[config.mk]
export PLATFORM = sky130hd
export DESIGN_NAME = bus_target_v1
export DESIGN_NICKNAME = d
export VERILOG_FILES = /design/src/rtl/bus_target_pkg.sv /design/src/rtl/bus_target_regfile.sv /design/src/rtl/bus_target_v1.sv
export SDC_FILE = /design/constraint.sdc
export NUM_CORES = 1
export LEC_CHECK = 0
export ABC_AREA = 1
export CAP_MARGIN = 30
export CELL_PAD_IN_SITES_DETAIL_PLACEMENT = 1
export CELL_PAD_IN_SITES_GLOBAL_PLACEMENT = 2
export CORE_ASPECT_RATIO = 1.5
export CORE_MARGIN = 10
export CORE_UTILIZATION = 35
export CTS_CLUSTER_DIAMETER = 80
export DETAILED_ROUTE_END_ITERATION = 6
export MAX_ROUTING_LAYER = met4
export PLACE_DENSITY = 0.77
export SLEW_MARGIN = 10
export SYNTH_ARGS = -nofsm -noshare
export SYNTH_HDL_FRONTEND = slang
export SYNTH_SLANG_ARGS = --single-unit
[constraint.sdc]
create_clock -name clock -period 1.9 [get_ports clock]
set_clock_uncertainty 0.1 [all_clocks]
set_input_delay 0.57 -clock clock [delete_from_list [all_inputs] [get_ports clock]]
set_output_delay 0.57 -clock clock [all_outputs]
set_load 0.05 [all_outputs]
[src/rtl/bus_target_pkg.sv]
// Shared types and default constants for the bus_target_v1 register target.
package bus_target_pkg;

  typedef enum logic [2:0] {
    IDLE   = 3'd0,
    WAIT   = 3'd1,
    READY  = 3'd2,
    DONE   = 3'd3,
    IGNORE = 3'd4
  } state_t;

  localparam int ERRCNT_W        = 8;
  localparam int WAITCNT_W       = 4;
  localparam int DEF_ADDR_W      = 8;
  localparam int DEF_DATA_W      = 16;
  localparam int DEF_NREGS       = 8;
  localparam int DEF_BASE_ADDR   = 'h40;
  localparam int DEF_WAIT_STATES = 2;

endpackage

[src/rtl/bus_target_regfile.sv]
// Register bank for bus_target_v1: one write port, one read port whose output
// is captured when the target latches the register index.
module bus_target_regfile
  import bus_target_pkg::*;
#(
  parameter int DATA_W = DEF_DATA_W,
  parameter int NREGS  = DEF_NREGS,
  localparam int IDX_W = $clog2(NREGS)
) (
  input  logic              clock,
  input  logic              nreset,
  input  logic              writeEn,
  input  logic [IDX_W-1:0]  writeIndex,
  input  logic [DATA_W-1:0] writeData,
  input  logic              readEn,
  input  logic [IDX_W-1:0]  readIndex,
  output logic [DATA_W-1:0] readData
);

  logic [DATA_W-1:0] regs [NREGS];

  always_ff @(posedge clock or negedge nreset) begin
    if (!nreset) begin
      for (int i = 0; i < NREGS; i++) begin
        regs[i] <= '0;
      end
      readData <= '0;
    end else begin
      if (writeEn) begin
        regs[writeIndex] <= writeData;
      end
      if (readEn) begin
        readData <= regs[readIndex];
      end
    end
  end

endmodule

[src/rtl/bus_target_v1.sv]
// Wait-state register target on an arbitrated bus. Define BUS_TARGET_ERRCNT_EN
// to build the saturating aborted-cycle counter; otherwise err_cnt reads zero.
module bus_target_v1
  import bus_target_pkg::*;
#(
  parameter int                ADDR_W      = DEF_ADDR_W,
  parameter int                DATA_W      = DEF_DATA_W,
  parameter int                NREGS       = DEF_NREGS,
  parameter logic [ADDR_W-1:0] BASE_ADDR   = ADDR_W'(DEF_BASE_ADDR),
  parameter int                WAIT_STATES = DEF_WAIT_STATES
) (
  input  logic                clock,
  input  logic                nreset,
  input  logic                addressvalid,
  input  logic [ADDR_W-1:0]   address,
  input  logic                wr,
  input  logic [DATA_W-1:0]   wdata,
  input  logic                DataStrobe,
  input  logic                Error,
  output logic                TargetReady,
  output logic [DATA_W-1:0]   rdata,
  output logic                rdata_oe,
  output logic                hit,
  output logic [ERRCNT_W-1:0] err_cnt
);

  localparam int IDX_W = $clog2(NREGS);

  state_t                state;
  logic [WAITCNT_W-1:0]  waitCnt;
  logic                  armed;
  logic                  addrHit;
  logic [IDX_W-1:0]      regIndex;
  logic                  regWrite;
  logic                  regRead;
  logic [DATA_W-1:0]     rdataQ;

  assign addrHit  = (address[ADDR_W-1:IDX_W] == BASE_ADDR[ADDR_W-1:IDX_W]);
  assign regIndex = address[IDX_W-1:0];
  assign regRead  = (state == IDLE) && addressvalid;
  assign regWrite = (state == READY) && DataStrobe && wr;

  bus_target_regfile #(
    .DATA_W (DATA_W),
    .NREGS  (NREGS)
  ) regfile (
    .clock      (clock),
    .nreset     (nreset),
    .writeEn    (regWrite),
    .writeIndex (regIndex),
    .writeData  (wdata),
    .readEn     (regRead),
    .readIndex  (regIndex),
    .readData   (rdataQ)
  );

  // armed only goes high once addressvalid has been seen low, so a request
  // still held across reset or an abort can never start a second cycle.
  always_ff @(posedge clock or negedge nreset) begin
    if (!nreset) begin
      state       <= IDLE;
      waitCnt     <= '0;
      armed       <= 1'b0;
      TargetReady <= 1'b0;
      rdata_oe    <= 1'b0;
      rdata       <= '0;
      hit         <= 1'b0;
    end else begin
      if (!addressvalid) begin
        armed <= 1'b1;
      end
      case (state)
        IDLE: begin
          if (addressvalid) begin
            armed <= 1'b0;
            if (armed && addrHit) begin
              state   <= WAIT;
              waitCnt <= WAITCNT_W'(WAIT_STATES);
              hit     <= 1'b1;
            end else begin
              state <= IGNORE;
            end
          end
        end
        WAIT: begin
          if (!addressvalid || Error) begin
            state   <= IDLE;
            waitCnt <= '0;
            hit     <= 1'b0;
          end else if (waitCnt == '0) begin
            state       <= READY;
            TargetReady <= 1'b1;
            rdata_oe    <= ~wr;
            rdata       <= wr ? '0 : rdataQ;
          end else begin
            waitCnt <= waitCnt - WAITCNT_W'(1);
          end
        end
        READY: begin
          // A strobe completes the cycle even if Error arrives with it.
          if (DataStrobe) begin
            state       <= DONE;
            TargetReady <= 1'b0;
            rdata_oe    <= 1'b0;
            rdata       <= '0;
          end else if (!addressvalid || Error) begin
            state       <= IDLE;
            TargetReady <= 1'b0;
            rdata_oe    <= 1'b0;
            rdata       <= '0;
            hit         <= 1'b0;
          end
        end
        DONE, IGNORE: begin
          if (!addressvalid) begin
            state <= IDLE;
            hit   <= 1'b0;
          end
        end
        default: begin
          state       <= IDLE;
          TargetReady <= 1'b0;
          rdata_oe    <= 1'b0;
          rdata       <= '0;
          hit         <= 1'b0;
        end
      endcase
    end
  end

`ifdef BUS_TARGET_ERRCNT_EN
  logic [ERRCNT_W-1:0] errCount;
  logic                countErr;

  assign countErr = Error && ((state == WAIT) || ((state == READY) && !DataStrobe));

  always_ff @(posedge clock or negedge nreset) begin
    if (!nreset) begin
      errCount <= '0;
    end else if (countErr && (errCount != '1)) begin
      errCount <= errCount + ERRCNT_W'(1);
    end
  end

  assign err_cnt = errCount;
`else
  assign err_cnt = '0;
`endif

endmodule

Yosys cells after proc, flatten, opt, wreduce, memory -nomap -nowiden
Index checks and enable logic that the tools add are counted.
{"block": "totals", "register_bits": 171, "inputBits": 30, "output_inout_bits": 27, "word_cells": 94}
{"block": "classes", "n_addsub": 1, "n_lt_le_gt_ge": 2, "eq_ne": 14, "n_mux": 42, "bitwise": 3, "n_reduce_logical": 16}
{"cell": "128-bit bitwise mux", "n": 1}
{"cell": "16-bit two-way mux", "n": 8}
{"cell": "16-bit binary-select mux with 3-bit select", "n": 1}
{"cell": "16-bit demux with 3-bit select", "n": 1}
{"cell": "16-bit case mux with 3 select lines", "n": 1}
{"cell": "3-bit two-way mux", "n": 7}
{"cell": "4-bit two-way mux", "n": 4}
{"cell": "4-bit AND reduction", "n": 4}
{"cell": "1-bit two-way mux", "n": 14}
{"cell": "3-bit case mux with 4 select lines", "n": 1}
{"cell": "2-bit inequality test, second input constant", "n": 5}
{"cell": "4-bit case mux with 2 select lines", "n": 1}
{"cell": "3-bit by 2-bit == test with 1-bit output, second input constant", "n": 2}
{"cell": "3-bit inequality test, second input constant", "n": 2}
{"cell": "1-bit case mux with 3 select lines", "n": 2}
{"cell": "5-bit by 4-bit == test with 1-bit output, second input constant", "n": 1}
{"cell": "1-bit logical AND", "n": 5}
{"cell": "4-bit greater-or-equal comparator, second input constant", "n": 1}
{"cell": "4-bit logical NOT", "n": 1}
{"cell": "4-bit by 1-bit less-than comparator with 1-bit output, second input constant", "n": 1}
{"cell": "3-bit NOT with 4-bit output", "n": 1}
{"cell": "1-bit case mux with 4 select lines", "n": 1}
{"cell": "4-bit by 1-bit subtractor with 4-bit output, second input constant", "n": 1}
{"cell": "3-bit by 1-bit == test with 1-bit output, second input constant", "n": 1}
{"cell": "other kinds (10)", "n": 11}

Longest topological paths before layout
{"block": "logic_depth", "word_depth": 6, "ltp_mapped": 9, "depth_no_buf": 9}

Modules after synthesis
From an unflattened synthesis, not the netlist that was laid out.
{"block": "hier_totals", "hier_cells": 1059, "hier_area_um2": 8200.4}
{"mod": "bus_target_regfile", "instances": 1, "cells_per_inst": 871, "area_per_inst_um2": 6740.2, "seq_area_each_um2": 3603.5}
{"mod": "bus_target_v1", "instances": 1, "cells_per_inst": 188, "area_per_inst_um2": 1460.2, "seq_area_each_um2": 675.6}

Least setup slack after synthesis
No wires, ideal clock.
{"block": "synth_timing", "kind": "input to register", "start": "input wr", "end": "register regfile.regs[80] in the netlist's numbering", "setup_time_ns": 0.123, "t_arrival_ns": 1.522, "required_time_ns": 1.677, "slack_ns": 0.154, "cell_stages": 6, "n_path_buf": 1, "cell_sequence": "clkinv_1 > nor2_8 > inv_8 > clkbuf_2 > o21ai_0 > nand2_1"}
{"block": "synth_between", "elab_chain_len": 1}
{"item": "start, declared", "line_no": "bus_target_v1.sv:16", "rtl": "input logic wr,"}
{"item": "1-bit logical AND", "line_no": "bus_target_v1.sv:41", "rtl": "assign regWrite = (state == READY) && DataStrobe && wr;"}
{"item": "end signal, assigned by index", "line_no": "bus_target_regfile.sv:30", "rtl": "regs[writeIndex] <= writeData;"}
{"item": "end, declared", "line_no": "bus_target_regfile.sv:20", "rtl": "logic [DATA_W-1:0] regs [NREGS];"}
No other way between the ends.
A chain may end at the register's enable or synchronous reset.

Final worst setup path
{"block": "layout_timing", "start": "input DataStrobe", "end": "register regfile.regs[82] in the netlist's numbering"}
{"block": "layout_between", "elab_chain_len": 2}
{"item": "start, declared", "line_no": "bus_target_v1.sv:18", "rtl": "input logic DataStrobe,"}
{"item": "1-bit logical AND (2 in a row)", "line_no": "bus_target_v1.sv:41"}
No other way between the ends.

==> flow_metrics.py <==
metrics = {
    "layout": {
        "final_cells": 1331,
        "final_cell_mix": "nand2_1, dfrtp_1, o21ai_0",
        "antenna_cells": 0,
        "n_fill_cell": 2676,
        "final_common_cell": "nand2_1",
        "nets": 1070,
        "drive_above_1_share_pct": 17.98,
        "syn_to_final_growth_pct": 27.79,
        "post-route-cell-area_um2": 10440,
    },
    "grt": {
        "grt_max_degree": 63,
        "grt_pass1_wl_mm": 39.33,
        "antenna_found_initial": 0,
        "grt-ovfl-total": 0,
        "grt_pass1_vias": 7211,
        "grt_usage_pct": 17.04,
    },
    "sta": {
        "timing.final.crit_period_ns": 1.818,
        "setup_viol": 0,
        "min_period_over_period_pct": 95.70,
        "finalHoldViolCount": 0,
        "hold-worst-slack_ns": 0.3744,
        "rsz0062_at_grt": "no",
        "fmax_ghz": 0.5500,
        "maxSlewViolCount": 0,
        "fin_ws_ns": 0.08166,
    },
    "route": {
        "firstDrtPassIters": 4,
        "drt_iter0_markers": 363,
        "vias": 6651,
        "ant_nets": 0,
        "routedWlPerCell_um": 17.71,
        "drc": 0,
        "routed_via_density": 4.997,
        "wl_mm": 23.57,
    },
    "cts": {
        "clk_pin_slew_worst_paths_ns": 0.06,
        "h-tree-depth": 4,
        "clkLatencyLatePin_ns": 0.44,
        "cts.sinks": 171,
        "cts_root_buf": "clkbuf_16",
        "tritoncts.num_buffers": 17,
        "clk_path_buf_depth": 2,
        "cts_tree": "done",
    },
    "worst_setup_path": {
        "r2r-end": "regfile.regs[82]",
        "worstSetupStartpoint": "DataStrobe",
        "r2r_cells": 7,
        "cp-start-kind": "primary input",
        "reg2reg_from": "state[0]",
        "crit_path_end": "regfile.regs[82]",
        "reg2reg_slack_ns": 0.09,
        "critPathKind": "in -> reg",
        "worstPathMaxFanout": 15,
        "crit_required_ns": 2.11,
        "cp.arrival_ns": 2.03,
        "worst_setup_path_end_kind": "flip-flop",
    },
    "pwr": {
        "comb_power_share_pct": 19.1,
        "power_density_nw_per_um2": 930.2,
        "leakage_nw": 4.960,
        "pwr-share-seq_pct": 42.4,
        "swShare_pct": 28.06,
        "worst_ir_drop_vdd_uv": 680.2,
        "p_int_w": 0.006988,
        "pwr-share-clk_pct": 38.4,
        "power_w": 0.009714,
        "p_sw_w": 0.002726,
    },
    "synthesis": {
        "yosysUniqueCellTypes": 31,
        "synth.avg_cell_area_um2": 8.584,
        "synth_area_um2": 8172,
        "netlist_instances": 952,
        "yosys_warnings": 0,
        "ys_seq_elements": 171,
        "seq_area_frac_synth_pct": 52.37,
    },
    "placement": {
        "dp_hpwl_mm": 16.83,
        "dpl-instance-area_um2": 9736,
        "numPortBuffers": 48,
        "globalplace.congestion": 0.7947,
        "dp_cells": 1295,
        "pre_cts_ws_ns": -0.4388,
    },
    "die": {
        "row_count": 68,
        "die_h_um": 207.1,
        "coreArea_um2": 22970,
        "start_util_pct": 35.57,
        "die_width_um": 144.8,
        "io_pins": 57,
        "die_area_um2": 29990,
    },
    "min_path": {
        "min_path_type": "reg -> reg",
    },
    "job": {
        "maxCapViolCount": 0,
    },
    "run_status": {
        "status": "complete, no violations",
    },
}
[kinds of logic (layout without fill, tap and decap cells)]
kind of cell	count (synthesis)	in the layout	synth area share [%]
fa+ha+maj	2	2	0.3062
flops	171	171	52.37
buf+inv	131	223	7.625
other cells	1	8	0.04589
compound gates	234	234	16.69
simple gates	413	413	22.97
[worst min path at each step]
stage | from | endpoint | slack [ns] | depth (start not counted)
2_1_floorplan | nreset | TargetReady | 0.17 | 0
3_3_place_gp | nreset | regfile.regs[35] | 0.35 | 1
3_5_place_dp | nreset | regfile.regs[35] | 0.35 | 1
4_1_cts | regfile.regs[54] | regfile.regs[54] | 0.38 | 2
5_1_grt | regfile.regs[35] | regfile.regs[35] | 0.40 | 2
6_report | regfile.regs[54] | regfile.regs[54] | 0.37 | 2
[flip-flops by register name, summed over array words and instances (netlist names)]
| signal | count |
|---|---|
| TargetReady | 1 |
| armed | 1 |
| hit | 1 |
| rdata | 16 |
| rdata_oe | 1 |
| regfile.readData | 16 |
| regfile.regs | 128 |
| state | 3 |
| waitCnt | 4 |
[power groups by stage]
| stage | Clock [W] | Sequential [W] | Combinational [W] |
|---|---|---|---|
| final | 0.00373 | 0.00412 | 0.00186 |
| after global routing | 0.00398 | 0.00415 | 0.00209 |
| after CTS | 0.00382 | 0.00412 | 0.00190 |
| after detailed placement | 0 | 0.00419 | 0.00189 |
| after global placement | 0 | 0.00418 | 0.00186 |
| after floorplan | 0 | 0.00417 | 0.00115 |
[per-stage QoR]
stage / util (%) / TNS (ns)
final: 45.46 / 0
after CTS: 45.15 / 0
after floorplan: - / 0
after global routing: 45.46 / 0
after global placement: 42.38 / -53.64
after detailed placement: 42.38 / -55.84
[cell usage after synthesis]
library cell  number  area share [%]
dfrtp_1          171              52
o21ai_1           16            0.98
clkbuf_1          12            0.55
nand2_1          270              12
inv_2              6            0.28
o211ai_1          47             4.3
o21ai_2            7            0.75
buf_1              3            0.14
nand2_2            2            0.15
buf_2             18             1.1
o21ai_0          146             8.9
nor2_2             4            0.31
inv_8              1            0.14
nand3_4            5             1.1
nand3_2            2            0.24
nor2_4             2            0.28
clkinv_1           1           0.046
buf_6              5            0.69
a21oi_1            2            0.12
nor2_8             5             1.2
ha_1               2            0.31
buf_4             15             1.4
nor2_1            48             2.2
clkbuf_2           6            0.37
conb_1             1           0.046
a21oi_4            1            0.20
inv_1             64             2.9
or2_2             32             2.4
nand3_1           42             2.6
nor3_1             1           0.061
o21a_1            15             1.4
[cell type report]
type	instances	area [um2]	area share [%]
clock inverter	12	170.2	1.630
sequential	171	4279	40.98
clock buffer	20	456.7	4.373
inverter	72	277.8	2.660
tap	280	350.3	3.355
timing repair buffer	119	1608	15.40
multi-input combinational	657	3301	31.61
[critical path, cell delays in order]
cell and delay, ns:
clkdlybuf4s50_1 0.54, nand3_4 0.12, nor2_8 0.22, inv_8 0.11
buf_12 0.16, o21ai_0 0.21, nand2_1 0.08
[repair_timing]
| action | CTS | global route |
|---|---|---|
| buffers inserted | 0 | 3 |
| setup endpoints to repair | 3 | 48 |
| hold buffers | 1 | 0 |
| hold endpoints to repair | 16 | 0 |
| gates resized for setup | 1 | 3 |
| pin swaps | 1 | 2 |
[layer usage]
metal  wire length, um  share of wire, %  vias to the layer above  global-route usage, %
met3               498               2.1                       21                  2.724
met2             12240                52                       72                  28.55
met4               332               1.4                        0                  4.986
li1                  -                 -                     3256                      -
met5                 0                 0                        -                      -
met1             10500                45                     3302                  20.51
(Power assumes the default switching activity.)
